`config.mk`:
```
export PLATFORM = sky130hd
export DESIGN_NAME = riscv_multicycle_core
export DESIGN_NICKNAME = d
export VERILOG_FILES = /design/src/rtl/riscv_multicycle_core.sv
export SDC_FILE = /design/constraint.sdc
export NUM_CORES = 2
export LEC_CHECK = 0
export ABC_CLOCK_PERIOD_IN_PS = 9760
export CORE_ASPECT_RATIO = 0.7
export CORE_UTILIZATION = 49
export CTS_BUF_LIST = sky130_fd_sc_hd__clkbuf_16
export CTS_CLUSTER_SIZE = 40
export DETAILED_ROUTE_END_ITERATION = 8
export DONT_BUFFER_PORTS = 1
export GPL_ROUTABILITY_DRIVEN = 0
export SLEW_MARGIN = 30
export SYNTH_ARGS = -nofsm -noshare
export SYNTH_HDL_FRONTEND = slang
export SYNTH_SLANG_ARGS = --single-unit
```
`constraint.sdc`:
```
create_clock -name clk -period 9.76 [get_ports clk]
set_input_delay 0.488 -clock clk [delete_from_list [all_inputs] [get_ports clk]]
set_output_delay 0.488 -clock clk [all_outputs]
set_load 0.05 [all_outputs]
```
`src/rtl/riscv_multicycle_core.sv`:
```
// Multi-cycle RV32I/RV32E integer core: FETCH/DECODE/EXECUTE/WRITEBACK sequencer,
// internal register file and ALU, sticky illegal-instruction trap and debug read port.
module riscv_multicycle_core #(
    parameter int          NREGS    = 32,
    parameter logic [31:0] RESET_PC = 32'h0000_0000,
    parameter int          DBG_W    = $clog2(NREGS)
) (
    input  logic             clk,
    input  logic             rst_n,
    output logic             imem_req,
    output logic [31:0]      imem_addr,
    input  logic             imem_valid,
    input  logic [31:0]      imem_rdata,
    output logic             retire,
    output logic             illegal,
    input  logic [DBG_W-1:0] debug_sel,
    output logic [31:0]      debug_out
);

    typedef enum logic [2:0] {
        S_FETCH, S_DECODE, S_EXECUTE, S_WRITEBACK, S_TRAP
    } state_t;

    typedef enum logic [3:0] {
        ALU_ADD, ALU_SUB, ALU_SLL, ALU_SLT, ALU_SLTU,
        ALU_XOR, ALU_SRL, ALU_SRA, ALU_OR, ALU_AND
    } alu_op_t;

    localparam logic [5:0] NREGS_W = 6'(NREGS);

    state_t      state;
    logic [31:0] pc;
    logic [31:0] ir;
    logic [31:0] a;
    logic [31:0] b;
    logic [31:0] r;
    alu_op_t     alu_op;
    logic [31:0] regs [NREGS];

    logic [6:0]  opcode;
    logic [4:0]  rd, rs1, rs2;
    logic [2:0]  funct3;
    logic [6:0]  funct7;
    logic        rd_ok, rs1_ok, rs2_ok;
    logic [31:0] rs1_val, rs2_val;
    logic [31:0] i_imm, u_imm;
    logic        dec_illegal, dec_use_imm, dec_lui;
    alu_op_t     dec_op;

    function automatic alu_op_t op_of(input logic [2:0] f3, input logic alt);
        case (f3)
            3'b000:  op_of = alt ? ALU_SUB : ALU_ADD;
            3'b001:  op_of = ALU_SLL;
            3'b010:  op_of = ALU_SLT;
            3'b011:  op_of = ALU_SLTU;
            3'b100:  op_of = ALU_XOR;
            3'b101:  op_of = alt ? ALU_SRA : ALU_SRL;
            3'b110:  op_of = ALU_OR;
            default: op_of = ALU_AND;
        endcase
    endfunction

    function automatic logic [31:0] alu(input alu_op_t op, input logic [31:0] x,
                                        input logic [31:0] y);
        logic signed [31:0] xs;
        logic signed [31:0] ys;
        xs = x;
        ys = y;
        case (op)
            ALU_ADD:  alu = x + y;
            ALU_SUB:  alu = x - y;
            ALU_SLL:  alu = x << y[4:0];
            ALU_SLT:  alu = {31'b0, xs < ys};
            ALU_SLTU: alu = {31'b0, x < y};
            ALU_XOR:  alu = x ^ y;
            ALU_SRL:  alu = x >> y[4:0];
            ALU_SRA:  alu = xs >>> y[4:0];
            ALU_OR:   alu = x | y;
            ALU_AND:  alu = x & y;
            default:  alu = '0;
        endcase
    endfunction

    assign opcode = ir[6:0];
    assign rd     = ir[11:7];
    assign funct3 = ir[14:12];
    assign rs1    = ir[19:15];
    assign rs2    = ir[24:20];
    assign funct7 = ir[31:25];
    assign rd_ok  = {1'b0, rd}  < NREGS_W;
    assign rs1_ok = {1'b0, rs1} < NREGS_W;
    assign rs2_ok = {1'b0, rs2} < NREGS_W;
    assign i_imm  = {{20{ir[31]}}, ir[31:20]};
    assign u_imm  = {ir[31:12], 12'b0};

    // Out-of-range indices never reach the array; such encodings trap anyway.
    assign rs1_val = rs1_ok ? regs[ir[15 +: DBG_W]] : '0;
    assign rs2_val = rs2_ok ? regs[ir[20 +: DBG_W]] : '0;

    assign imem_addr = pc;
    assign debug_out = (debug_sel == '0) ? '0 : regs[debug_sel];

    always_comb begin
        dec_illegal = 1'b0;
        dec_use_imm = 1'b0;
        dec_lui     = 1'b0;
        dec_op      = ALU_ADD;
        case (opcode)
            7'b0110011: begin
                dec_op = op_of(funct3, funct7[5]);
                if (!(funct7 == 7'b0000000 ||
                      (funct7 == 7'b0100000 && (funct3 == 3'b000 || funct3 == 3'b101))))
                    dec_illegal = 1'b1;
                if (!(rd_ok && rs1_ok && rs2_ok))
                    dec_illegal = 1'b1;
            end
            7'b0010011: begin
                dec_use_imm = 1'b1;
                dec_op = op_of(funct3, (funct3 == 3'b101) && funct7[5]);
                if (funct3 == 3'b001 && funct7 != 7'b0000000)
                    dec_illegal = 1'b1;
                if (funct3 == 3'b101 && funct7 != 7'b0000000 && funct7 != 7'b0100000)
                    dec_illegal = 1'b1;
                if (!(rd_ok && rs1_ok))
                    dec_illegal = 1'b1;
            end
            7'b0110111: begin
                dec_use_imm = 1'b1;
                dec_lui     = 1'b1;
                if (!rd_ok)
                    dec_illegal = 1'b1;
            end
            default: dec_illegal = 1'b1;
        endcase
    end

    always_ff @(posedge clk or negedge rst_n) begin
        if (!rst_n) begin
            state    <= S_FETCH;
            pc       <= RESET_PC;
            imem_req <= 1'b1;
            retire   <= 1'b0;
            illegal  <= 1'b0;
            ir       <= '0;
            a        <= '0;
            b        <= '0;
            r        <= '0;
            alu_op   <= ALU_ADD;
            for (int i = 0; i < NREGS; i++)
                regs[i] <= '0;
        end else begin
            retire <= 1'b0;
            case (state)
                S_FETCH: begin
                    if (imem_valid) begin
                        ir       <= imem_rdata;
                        imem_req <= 1'b0;
                        state    <= S_DECODE;
                    end
                end
                S_DECODE: begin
                    a      <= dec_lui ? 32'b0 : rs1_val;
                    b      <= dec_lui ? u_imm : (dec_use_imm ? i_imm : rs2_val);
                    alu_op <= dec_op;
                    if (dec_illegal) begin
                        illegal <= 1'b1;
                        state   <= S_TRAP;
                    end else begin
                        state   <= S_EXECUTE;
                    end
                end
                S_EXECUTE: begin
                    r      <= alu(alu_op, a, b);
                    retire <= 1'b1;
                    state  <= S_WRITEBACK;
                end
                S_WRITEBACK: begin
                    if (rd != 5'd0)
                        regs[ir[7 +: DBG_W]] <= r;
                    pc       <= pc + 32'd4;
                    imem_req <= 1'b1;
                    state    <= S_FETCH;
                end
                default: state <= S_TRAP;
            endcase
        end
    end

endmodule

```
==> run_results.csv <==
group,metric,value,unit
sta,hold_viol_final,0,
sta,clock.fmax,0.221,GHz
setup_path,slowest_stage,"a31oi_1",
detailed_routing,met3_length,29.8,mm
layout,antenna_cells,0,
global_route,grt_use_total,0.338,
setup_path,required,10420,ps
synth,synth_ff_type,"dfrtp_1",
cts,hold_buffers,35,
synth,synth.ff_latch_count,1192,
cts,cts-buffers-inserted,121,
placed_design,dp_cells,7092,
detailed_routing,drtIter0Drc,7178,
floorplan,ios,107,
global_route,antenna_found_initial,6,
sta,whs,93.1,ps
layout,n_fill_cell,12800,
synth,synth_edf_count,0,
layout,area_growth,8.19,%
detailed_routing,vias,53700,
power_and_ir_drop,p_leak,35.9,nW
detailed_routing,highest_layer,"met5",
sta,tightest_slew,1040,ps
placed_design,place_ws,5450,ps
placed_design,io_buffers,0,
synth,netlist.top_cell.by_area,"dfrtp_1",
placed_design,dpl.hpwl,157,mm
power_and_ir_drop,powerDensity,175,nW/um^2
synth,syn_inst,5503,
cts,insertion_delay,810,ps
global_route,grt_max_degree,258,
sta,slew_violations,0,
synth,yosysSeqAreaShare,0.387,
sta,finClkSkew,54.4,ps
cts,cts.repair.resized,0,
sta,finalCritPeriodShare,0.464,
sta,final_critical_path_setup_slack,5230,ps
setup_path,path_class,"reg2reg",
layout,layoutNonFillerInstCount,7357,
synth,synthDistinctLibCells,95,
synth,synth_warnings,0,
layout,drive_above_1_share,0.464,
floorplan,dieArea,159000,sq um
synth,synthArstFlopShare,1.00,
min_path,hold_class,"in2reg",
synth,synth.most_common_cell,"dfrtp_1",
floorplan,die_height,334,microns
setup_path,cp.arrival,5190,ps
cts,numClockSinks,1192,
synth,avgSynthCellArea,14.0,sq um
cts,cts_tree,"done",
detailed_routing,viasPerCell,7.30,
layout,fin_nets,5302,
sta,max_slew_margin,0.287,
detailed_routing,wl_met2,115,mm
setup_path,cp_num_buf_inv,2,
synth,yosys-top-cells-count,"1,191 x dfrtp_1, 1,027 x mux2_2, 987 x mux4_2",
setup_path,slowest_delay,680,ps
detailed_routing,met1Wirelength,111,mm
setup_path,startpoint_type,"register",
floorplan,start_util,0.495,
sta,rsz0062_at_grt,"no",
sta,fin_tns_setup,0,ps
cts,cts.htree.levels,3,
global_route,grt_overflow,0,
detailed_routing,wl_per_cell,36.4,microns
cts,post_cts_buffers,0,
sta,fin_crit,4530,ps
cts,cts-root-buf,"clkbuf_16",
detailed_routing,ant_nets,0,
sta,setup_violations,0,
setup_path,critPathMaxFanout,61,
setup_path,worst_setup_path_end_kind,"register",
layout,final_util,0.535,
setup_path,crit_family,"compound AO/OA/AOI/OAI gates",
power_and_ir_drop,peakVddDrop,0.246,mV
cts,clk_pin_slew,90,ps
setup_path,crit_path_cell_trace,"buf_4 -> clkinv_1 -> ha_1 -> nor2_1 -> o211ai_1 -> a31oi_1 -> o31ai_2 -> or2_1 -> nor4b_1 -> nor3_1 -> a2111oi_2 -> a211oi_1",
detailed_routing,drt-total-wl,268,mm
status,outcome,"completed",
floorplan,rows,121,
synth,synthTopCellsByArea,"dfrtp_1 39%, mux4_2 29%, mux2_2 15%, clkbuf_1 1.9%, mux2i_1 1.8%",
cts,clk_path_buf_depth,3,
flow_run,cap_violations,0,
floorplan,die_w,476,microns
synth,synth_area,77200,sq um
global_route,first_global_vias,52200,
floorplan,coreArea,156000,sq um
global_route,grt_pass1_wl,391,mm
detailed_routing,first_pass_iters,6,
detailed_routing,drc_errors,0,
synth,netlist.area_leader.share,0.386,
==> sequential cells by signal, indices dropped and copies added, names as in the netlist <==
name       flops
a             32
alu_op         4
b             32
illegal        1
imem_addr     30
imem_req       1
ir            32
r             32
regs        1024
retire         1
state          3
==> layout by cell type, fill, tap and decap left out, types with 25 or more instances in the layout <==
cell type,synthesis,routed
o21ai_0,144,144
nand3_1,40,40
o22ai_1,51,51
dfrtp_2,0,34
a21oi_1,151,150
xnor2_1,25,25
mux4_2,987,987
nor2_1,217,192
a211oi_1,38,38
mux2i_1,141,141
dlygate4sd3_1,0,35
nor3_1,35,35
nand2_1,183,170
dfrtp_1,1191,1146
buf_4,4,72
o211ai_1,47,47
clkinv_2,0,28
ha_1,98,98
clkbuf_16,0,122
mux2_2,1027,1027
inv_1,101,124
==> worst reg2reg max path: cells and delay by family (launching register included) <==
family                     cells  cell delay (ps)
buffers and inverters          2             1050
adders and majority gates      1              540
and+or+nand+nor                4              980
AOI/OAI and AO/OA              5             1470
DFF                            1              350
==> routing by layer <==
| metal | vias to the layer above | GRT usage |
|---|---|---|
| met1 | 28800 | 0.492 |
| li1 | 21000 | - |
| met2 | 3321 | 0.476 |
| met4 | 6 | 0.137 |
| met3 | 542 | 0.0939 |
| met5 | - | 0 |
==> final timing paths <==
path | start | endpoint | slack (ps) | cells past startpoint
min reg2reg | regs[1016]$_DFFE_PN0P_ | regs[1016]$_DFFE_PN0P_ | 410 | 0
max | b[4]$_DFFE_PN0P_ | r[21]$_DFFE_PN0P_ | 5230 | 12
min in group asynchronous | rst_n | regs[1000]$_DFFE_PN0P_ | 510 | 2
min | imem_valid | ir[23]$_DFFE_PN0P_ | 90 | 2
max in group asynchronous | rst_n | regs[368]$_DFFE_PN0P_ | 6690 | 7
max reg2reg | b[4]$_DFFE_PN0P_ | r[21]$_DFFE_PN0P_ | 5230 | 12
==> logic make-up after synthesis <==
group / after synthesis / share of synthesized area
flops: 1192 / 0.387
buf+inv: 713 / 0.0373
mux: 2178 / 0.461
fa+ha+maj: 100 / 0.0164
simple gates: 625 / 0.0375
compound gates: 661 / 0.0570
other cells: 1 / 0.0000486
xor+xnor: 33 / 0.00375
==> power by group <==
group / leakage [nW] / switching [W] / internal, W
clock: 2.09 / 0.00219 / 0.00275
sequential: 16.5 / 0.000608 / 0.00504
combinational: 17.3 / 0.00236 / 0.00162
==> stage by stage <==
stage	instance area, sq um	total power (W)
after floorplan	77200	0.00838
after global placement	78500	0.00961
final	83500	0.0146
after CTS	83400	0.0146
after detailed placement	79000	0.00967
after global routing	83500	0.0150
==> layout make-up <==
type | instances | area (sq um) | share of cell area
multi-input cells | 3599 | 44800 | 0.536
repair buffers | 144 | 1710 | 0.0204
flip-flops and latches | 1192 | 29900 | 0.358
inverters | 104 | 390 | 0.00468
clock buffers | 122 | 3050 | 0.0366
clock inverters | 105 | 1020 | 0.0122
well taps | 2091 | 2620 | 0.0313
Note: power is estimated with default switching activity, not from simulation.
